**config.mk**
```make
export PLATFORM = sky130hd
export DESIGN_NAME = reg_write_back
export DESIGN_NICKNAME = d
export VERILOG_FILES = /design/src/rtl/reg_write_back_pkg.sv /design/src/rtl/reg_write_back_hold_buffer.sv /design/src/rtl/reg_write_back.sv
export SDC_FILE = /design/constraint.sdc
export NUM_CORES = 1
export LEC_CHECK = 0
export ABC_AREA = 0
export BUFFER_PORTS_ARGS = -buffer_cell sky130_fd_sc_hd__buf_2
export CAP_MARGIN = 10
export CORE_MARGIN = 2
export CORE_UTILIZATION = 43
export CTS_CLUSTER_SIZE = 12
export DETAILED_ROUTE_END_ITERATION = 10
export PLACE_DENSITY = 0.72
export SYNTH_ARGS = -nofsm -noshare
export SYNTH_HDL_FRONTEND = slang
export SYNTH_SLANG_ARGS = --single-unit
```
**constraint.sdc**
```tcl
create_clock -name clk -period 6.3 [get_ports clk]
set_input_delay 0.945 -clock clk [delete_from_list [all_inputs] [get_ports clk]]
set_output_delay 0.945 -clock clk [all_outputs]
set_load 0.1 [all_outputs]
```
**src/rtl/reg_write_back_pkg.sv**
```systemverilog
// Shared widths and constants for the register write-back path.
// Register 0 is hardwired, so ZERO_REG is never written nor tracked.
package reg_write_back_pkg;

    localparam int REG_ADDR_BUS = 5;
    localparam int DATA_BUS     = 32;
    localparam int SCOREBOARD_W = 2 ** REG_ADDR_BUS;

    localparam logic [REG_ADDR_BUS-1:0] ZERO_REG = '0;

endpackage

```
**src/rtl/reg_write_back_hold_buffer.sv**
```systemverilog
// Single-entry valid/ready skid register holding one long-latency result.
// It also holds a stale flag that tells the drain to discard the result.
module wb_hold_buffer
    import reg_write_back_pkg::*;
#(
    parameter int ADDR_W = REG_ADDR_BUS,
    parameter int DATA_W = DATA_BUS
) (
    input  logic              clk,
    input  logic              rst,
    input  logic              load,
    input  logic [ADDR_W-1:0] load_addr,
    input  logic [DATA_W-1:0] load_data,
    input  logic              load_stale,
    input  logic              drain,
    output logic              ready,
    output logic              valid,
    output logic [ADDR_W-1:0] addr,
    output logic [DATA_W-1:0] data,
    output logic              stale
);

    // A load only happens while the buffer is empty, so load and drain
    // never overlap.
    always_ff @(posedge clk or negedge rst) begin
        if (!rst) begin
            valid <= 1'b0;
            addr  <= '0;
            data  <= '0;
            stale <= 1'b0;
        end else if (load) begin
            valid <= 1'b1;
            addr  <= load_addr;
            data  <= load_data;
            stale <= load_stale;
        end else if (drain) begin
            valid <= 1'b0;
        end
    end

    assign ready = !valid;

endmodule

```
**src/rtl/reg_write_back.sv**
```systemverilog
// Merges the in-order pipeline write and buffered long-latency results onto
// the regfile write port, and tracks registers with results still in flight.
module reg_write_back
    import reg_write_back_pkg::*;
#(
    parameter int ADDR_W   = REG_ADDR_BUS,
    parameter int DATA_W   = DATA_BUS,
    parameter int NUM_REGS = SCOREBOARD_W
) (
    input  logic              clk,
    input  logic              rst,
    input  logic              mem_write_en,
    input  logic [ADDR_W-1:0] mem_write_addr,
    input  logic [DATA_W-1:0] mem_write_data,
    input  logic              claim_en,
    input  logic [ADDR_W-1:0] claim_addr,
    input  logic              ll_valid,
    input  logic [ADDR_W-1:0] ll_addr,
    input  logic [DATA_W-1:0] ll_data,
    output logic              ll_ready,
    input  logic [ADDR_W-1:0] read_addr_1,
    input  logic [ADDR_W-1:0] read_addr_2,
    output logic              pending_1,
    output logic              pending_2,
    output logic              reg_write_en,
    output logic [ADDR_W-1:0] reg_write_addr,
    output logic [DATA_W-1:0] reg_write_data
);

    logic [NUM_REGS-1:0] pending;
    logic [NUM_REGS-1:0] stale;
    logic [NUM_REGS-1:0] pending_next;
    logic [NUM_REGS-1:0] stale_next;

    logic              accept;
    logic              mem_win;
    logic              drain;
    logic              write_buf;
    logic              entry_stale;
    logic              buf_valid;
    logic [ADDR_W-1:0] buf_addr;
    logic [DATA_W-1:0] buf_data;
    logic              buf_stale;

    assign accept    = ll_valid && ll_ready;
    assign mem_win   = mem_write_en && (mem_write_addr != ZERO_REG);
    assign drain     = buf_valid && !mem_win;
    assign write_buf = drain && !buf_stale && (buf_addr != ZERO_REG);

    wb_hold_buffer #(
        .ADDR_W(ADDR_W),
        .DATA_W(DATA_W)
    ) u_hold (
        .clk       (clk),
        .rst       (rst),
        .load      (accept),
        .load_addr (ll_addr),
        .load_data (ll_data),
        .load_stale(entry_stale),
        .drain     (drain),
        .ready     (ll_ready),
        .valid     (buf_valid),
        .addr      (buf_addr),
        .data      (buf_data),
        .stale     (buf_stale)
    );

    // Update order encodes age: pipeline write, then result accept, then the
    // newly issued claim, which overrides both on a shared address.
    always_comb begin
        pending_next = pending;
        stale_next   = stale;
        entry_stale  = 1'b0;
        if (mem_win && pending[mem_write_addr]) begin
            pending_next[mem_write_addr] = 1'b0;
            stale_next[mem_write_addr]   = 1'b1;
        end
        if (accept && (ll_addr != ZERO_REG)) begin
            entry_stale = stale[ll_addr] || (mem_win && (mem_write_addr == ll_addr));
            pending_next[ll_addr] = 1'b0;
            stale_next[ll_addr]   = 1'b0;
        end
        if (claim_en && (claim_addr != ZERO_REG)) begin
            pending_next[claim_addr] = 1'b1;
            stale_next[claim_addr]   = 1'b0;
        end
    end

    always_ff @(posedge clk or negedge rst) begin
        if (!rst) begin
            pending <= '0;
            stale   <= '0;
        end else begin
            pending <= pending_next;
            stale   <= stale_next;
        end
    end

    always_ff @(posedge clk or negedge rst) begin
        if (!rst) begin
            reg_write_en   <= 1'b0;
            reg_write_addr <= '0;
            reg_write_data <= '0;
        end else begin
            reg_write_en <= mem_win || write_buf;
            if (mem_win) begin
                reg_write_addr <= mem_write_addr;
                reg_write_data <= mem_write_data;
            end else if (write_buf) begin
                reg_write_addr <= buf_addr;
                reg_write_data <= buf_data;
            end
        end
    end

    assign pending_1 = (read_addr_1 != ZERO_REG) && pending[read_addr_1];
    assign pending_2 = (read_addr_2 != ZERO_REG) && pending[read_addr_2];

endmodule
```
==> summary.md <==
| Metric | Value |
|---|---|
| Fin Clk Skew | 0.01416 ns |
| Post-synth ARST share | 100.0% |
| Clock-pin slew on the worst setup and hold paths | 0.06 ns |
| Detailed Route WL | roughly 23 mm |
| Final Cell Area | 9133 sq um |
| CTS tree | done |
| Multi-input gate area | 3974 sq um |
| Die W | ~140 microns |
| Max Slew Vio Count | 0 |
| Total Neg Setup Slack | 0 ns |
| RR Endpoint | stale[18]$_DFF_PN0_ |
| Post-DP HPWL | around 16 mm |
| Port bufs | 134 |
| Clock Tree Buf Depth | 2 |
| Synth Register Bits | 141 |
| Cell Chain, Critical Path | buf_2, mux4_2, mux4_2, mux2_2, buf_2 |
| Storage element area | ~3500 sq um |
| Flop pwr share | 38.6% |
| FMAX | 269.4 MHz |
| Initial core utilization | ~44% |
| Overall routing resource usage | 24.20% |
| Internal power component | ~2 mW |
| Max-Cap Viols | 0 |
| Fin crit period | 3.712 ns |
| CP max-delay cell | mux4_2 |
| Gate power share | 30.0% |
| Area growth syn-to-layout | 17.25% |
| Iteration-0 DRC Markers | 722 |
| Post-CTS sizing | 0 |
| Clk pwr share | 31.3% |
| Required @ worst endpoint | about 5.4 ns |
| Yosys cell types | 51 |
| Area of the core | 17840 sq um |
| Fillers | 1636 |
| Post-synth EDFFs | 0 |
| Critical path buffer and inverter count | 2 |
| DRC Markers | 0 |
| Layout cells sized above 1 | 24.00% |
| Tot Pwr | 3.245 mW |
| Final worst-path cycle share | 58.92% |
| Outcome | complete, no violations |
| Worst r2r path cells | 5 |
| RSZ-0062 raised after global routing | no |
| Placed Instances | 1168 |
| GP Congestion | 0.9745 |
| Synth area leader | dfrtp_1 |
| Drt wl/cell | approximately 19 microns |
| Final setup fails | 0 |
| Avg Inst Size Synth | 9.004 sq um |
| Vias in the first global route | 6936 |
| Worst Setup End Kind | output pin |
| Remaining antenna violation count | 0 |
| Hold Path End | stale[0]$_DFF_PN0_ |
| Ant. Diodes | 0 |
| Pwr/cell area | 355.3 nW/um^2 |
| Leak Pwr | 4.277 nW |
| Syn Nets | roughly 960 |
| Yosys top cell area share | a little under half |
| Area contributors post-synth | dfrtp_1, nand2_1, mux4_2 |
| Worst Max-Slew Pin Slew | 1.125 ns |
| First drt pass iteration count | 5 |
| Routed vias/inst | roughly 5.8 |
| Post-Syn Area | 7789 sq um |
| Psw | 1.282 mW |
| Fin. Hold Viols | 0 |
| Nets@finish | 1052 |
| Synth Flop Type | dfrtp_1 |
| Worst Setup Start Kind | input port |
| CTS H-tree lvls | 4 |
| Peak VDD IR | 0.2048 mV |
| CTS Buf Count | 17 |
| Placed cell areas | roughly 8500 sq um |
| Clock Latency Late Sink | around 0.43 ns |
| Top Ports | 135 |
| Net Sw Frac | 39.50% |
| Mapped Cells | 865 |
| Sequential-to-total area share from yosys stat | 45.30% |
| Antenna violations before repair | 0 |
| Hold depth | 0 |
| Die area | just under 20000 sq um |
| Final cell count without fillers | 1200 |
| GRT Residual Overflow | 0 |
| Worst-path maximum fanout | 9 |
| Crit path kind | input port to output pin |
| CTS Hold Buffers Added | 0 |
| PnR worst setup slack | ~2.6 ns |
| Family with the most delay on the worst path | multiplexers |
| Synth warn | 0 |
| Place WS | 2.569 ns |
| Root buffer selected by CTS | clkbuf_16 |
| Post-CTS setup repair buffer count | 0 |
| Via count | 7010 |
| Die Ht | 138.6 microns |
| Hold Crit Start | stale[0]$_DFF_PN0_ |
| Pin count of the biggest net entering global routing | 81 |
| Worst hold path type | flop to flop |
| Critical path's largest stage delay | 0.55 ns |
| TritonCTS Sinks | 141 |
| Row count | 49 |
| Relative max-transition margin | 25.02% |
| R2R setup slack | 3.87 ns |
| Arrival @ worst endpoint | 2.77 ns |
| R2r startpoint | pending[20]$_DFF_PN0_ |
| First-pass GRT wire length | 37.18 mm |
==> sequential cells by signal (all words and copies together) (netlist names) <==
name            flops
reg_write_en        1
u_hold.data        32
reg_write_addr      5
u_hold.stale        1
u_hold.valid        1
pending            32
stale              32
u_hold.addr         5
reg_write_data     32
==> cell type report <==
class | instances | share of cell area (%)
Clock buffer | 17 | 4.658
Clock inverter | 15 | 1.945
Inverter | 3 | 0.1233
Multi-Input combinational cell | 654 | 43.51
Sequential cell | 141 | 38.64
Tap cell | 229 | 3.137
Timing Repair Buffer | 141 | 7.987
==> placed cells by master (no fill, tap or decap), drive strengths merged, types with 2 or more instances in the layout <==
cell type  Yosys  final
and3           8      8
nand4b         3      3
and3b          2      2
nand4         10     10
nor2          53     53
or2           16     16
mux2i         50     50
nand2b         6      6
and2           3      3
a22oi          3      3
inv            3     10
nand2        212    212
nor2b          7      7
o22ai          2      2
nand3b         5      5
buf           19    141
clkinv         0      7
a2bb2oi        2      2
nor3          18     18
mux4          26     26
nor4           5      5
a21oi         57     57
nand4bb        4      4
mux2           8      8
xor2           3      3
a31oi          2      2
nand3         31     31
o21ai         89     89
or3            2      2
clkbuf        48     17
dfrtp        141    141
or3b           3      3
o211ai         6      6
nor3b          3      3
xnor2          2      2
==> metal layers <==
metal  wire (microns)  up-vias  global-route usage, %
met2            11170      375                  38.07
met5                0        -                      0
met4              864        0                  12.08
li1                 -     3226                      -
met3             1945       71                  5.214
met1             9053     3338                  31.91
==> per-stage QoR <==
step | utilization [%] | hold slack, ns
after floorplan | - | 0.4246
after global placement | 47.81 | 0.3758
after detailed placement | 47.81 | 0.3747
after CTS | 51.19 | 0.3886
after global routing | 51.19 | 0.4012
final | 51.19 | 0.3885
==> synthesized netlist by cell type (all sizes together) (3+ instances only) <==
| cell type | number |
|---|---|
| nor2b | 7 |
| nand3 | 31 |
| mux2 | 8 |
| or2 | 16 |
| buf | 19 |
| or3b | 3 |
| mux4 | 26 |
| mux2i | 50 |
| nand4 | 10 |
| dfrtp | 141 |
| nand4bb | 4 |
| a21oi | 57 |
| and2 | 3 |
| nand2 | 212 |
| clkbuf | 48 |
| o21ai | 89 |
| a22oi | 3 |
| xor2 | 3 |
| nand3b | 5 |
| and3 | 8 |
| nor4 | 5 |
| nand4b | 3 |
| nor2 | 53 |
| o211ai | 6 |
| nand2b | 6 |
| inv | 3 |
| nor3 | 18 |
| nor3b | 3 |
==> worst max path at each step <==
stage / startpoint / to / slack, ns / cells after the start
after floorplan: read_addr_1[0] / pending_1 / 2.50 / 4
after global placement: read_addr_1[0] / pending_1 / 2.62 / 5
final: read_addr_1[0] / pending_1 / 2.59 / 5
after CTS: read_addr_1[0] / pending_1 / 2.57 / 5
after detailed placement: read_addr_1[0] / pending_1 / 2.57 / 5
after global routing: read_addr_1[0] / pending_1 / 2.49 / 5
==> worst reg2reg max path, cell delays in order (launching register included) <==
cell and delay (ns):
dfrtp_1 0.44, mux4_2 0.50, a22o_1 0.20, a222oi_1 0.40, and4_4 0.56, o21ai_0 0.18
==> power by group through the flow <==
stage / clock, mW / combinational (mW) / sequential (mW)
after detailed placement: 0 / 0.972 / 1.26
after global routing: 1.07 / 1.05 / 1.27
final: 1.02 / 0.975 / 1.25
after CTS: 1.03 / 0.976 / 1.24
after global placement: 0 / 0.954 / 1.26
after floorplan: 0 / 0.486 / 1.50
==> cells by family (layout without fill, tap and decap cells) <==
| logic type | after synthesis | after routing | share of synthesized area, % |
|---|---|---|---|
| AOI/OAI and AO/OA | 170 | 170 | 11.82 |
| xor gates and xnor gates | 5 | 5 | 0.5624 |
| buffers and inverters | 70 | 176 | 3.871 |
| DFF | 141 | 141 | 45.30 |
| muxes | 84 | 84 | 15.10 |
| and+or+nand+nor | 395 | 395 | 23.34 |
No activity file was read; power rests on OpenSTA's default activity.
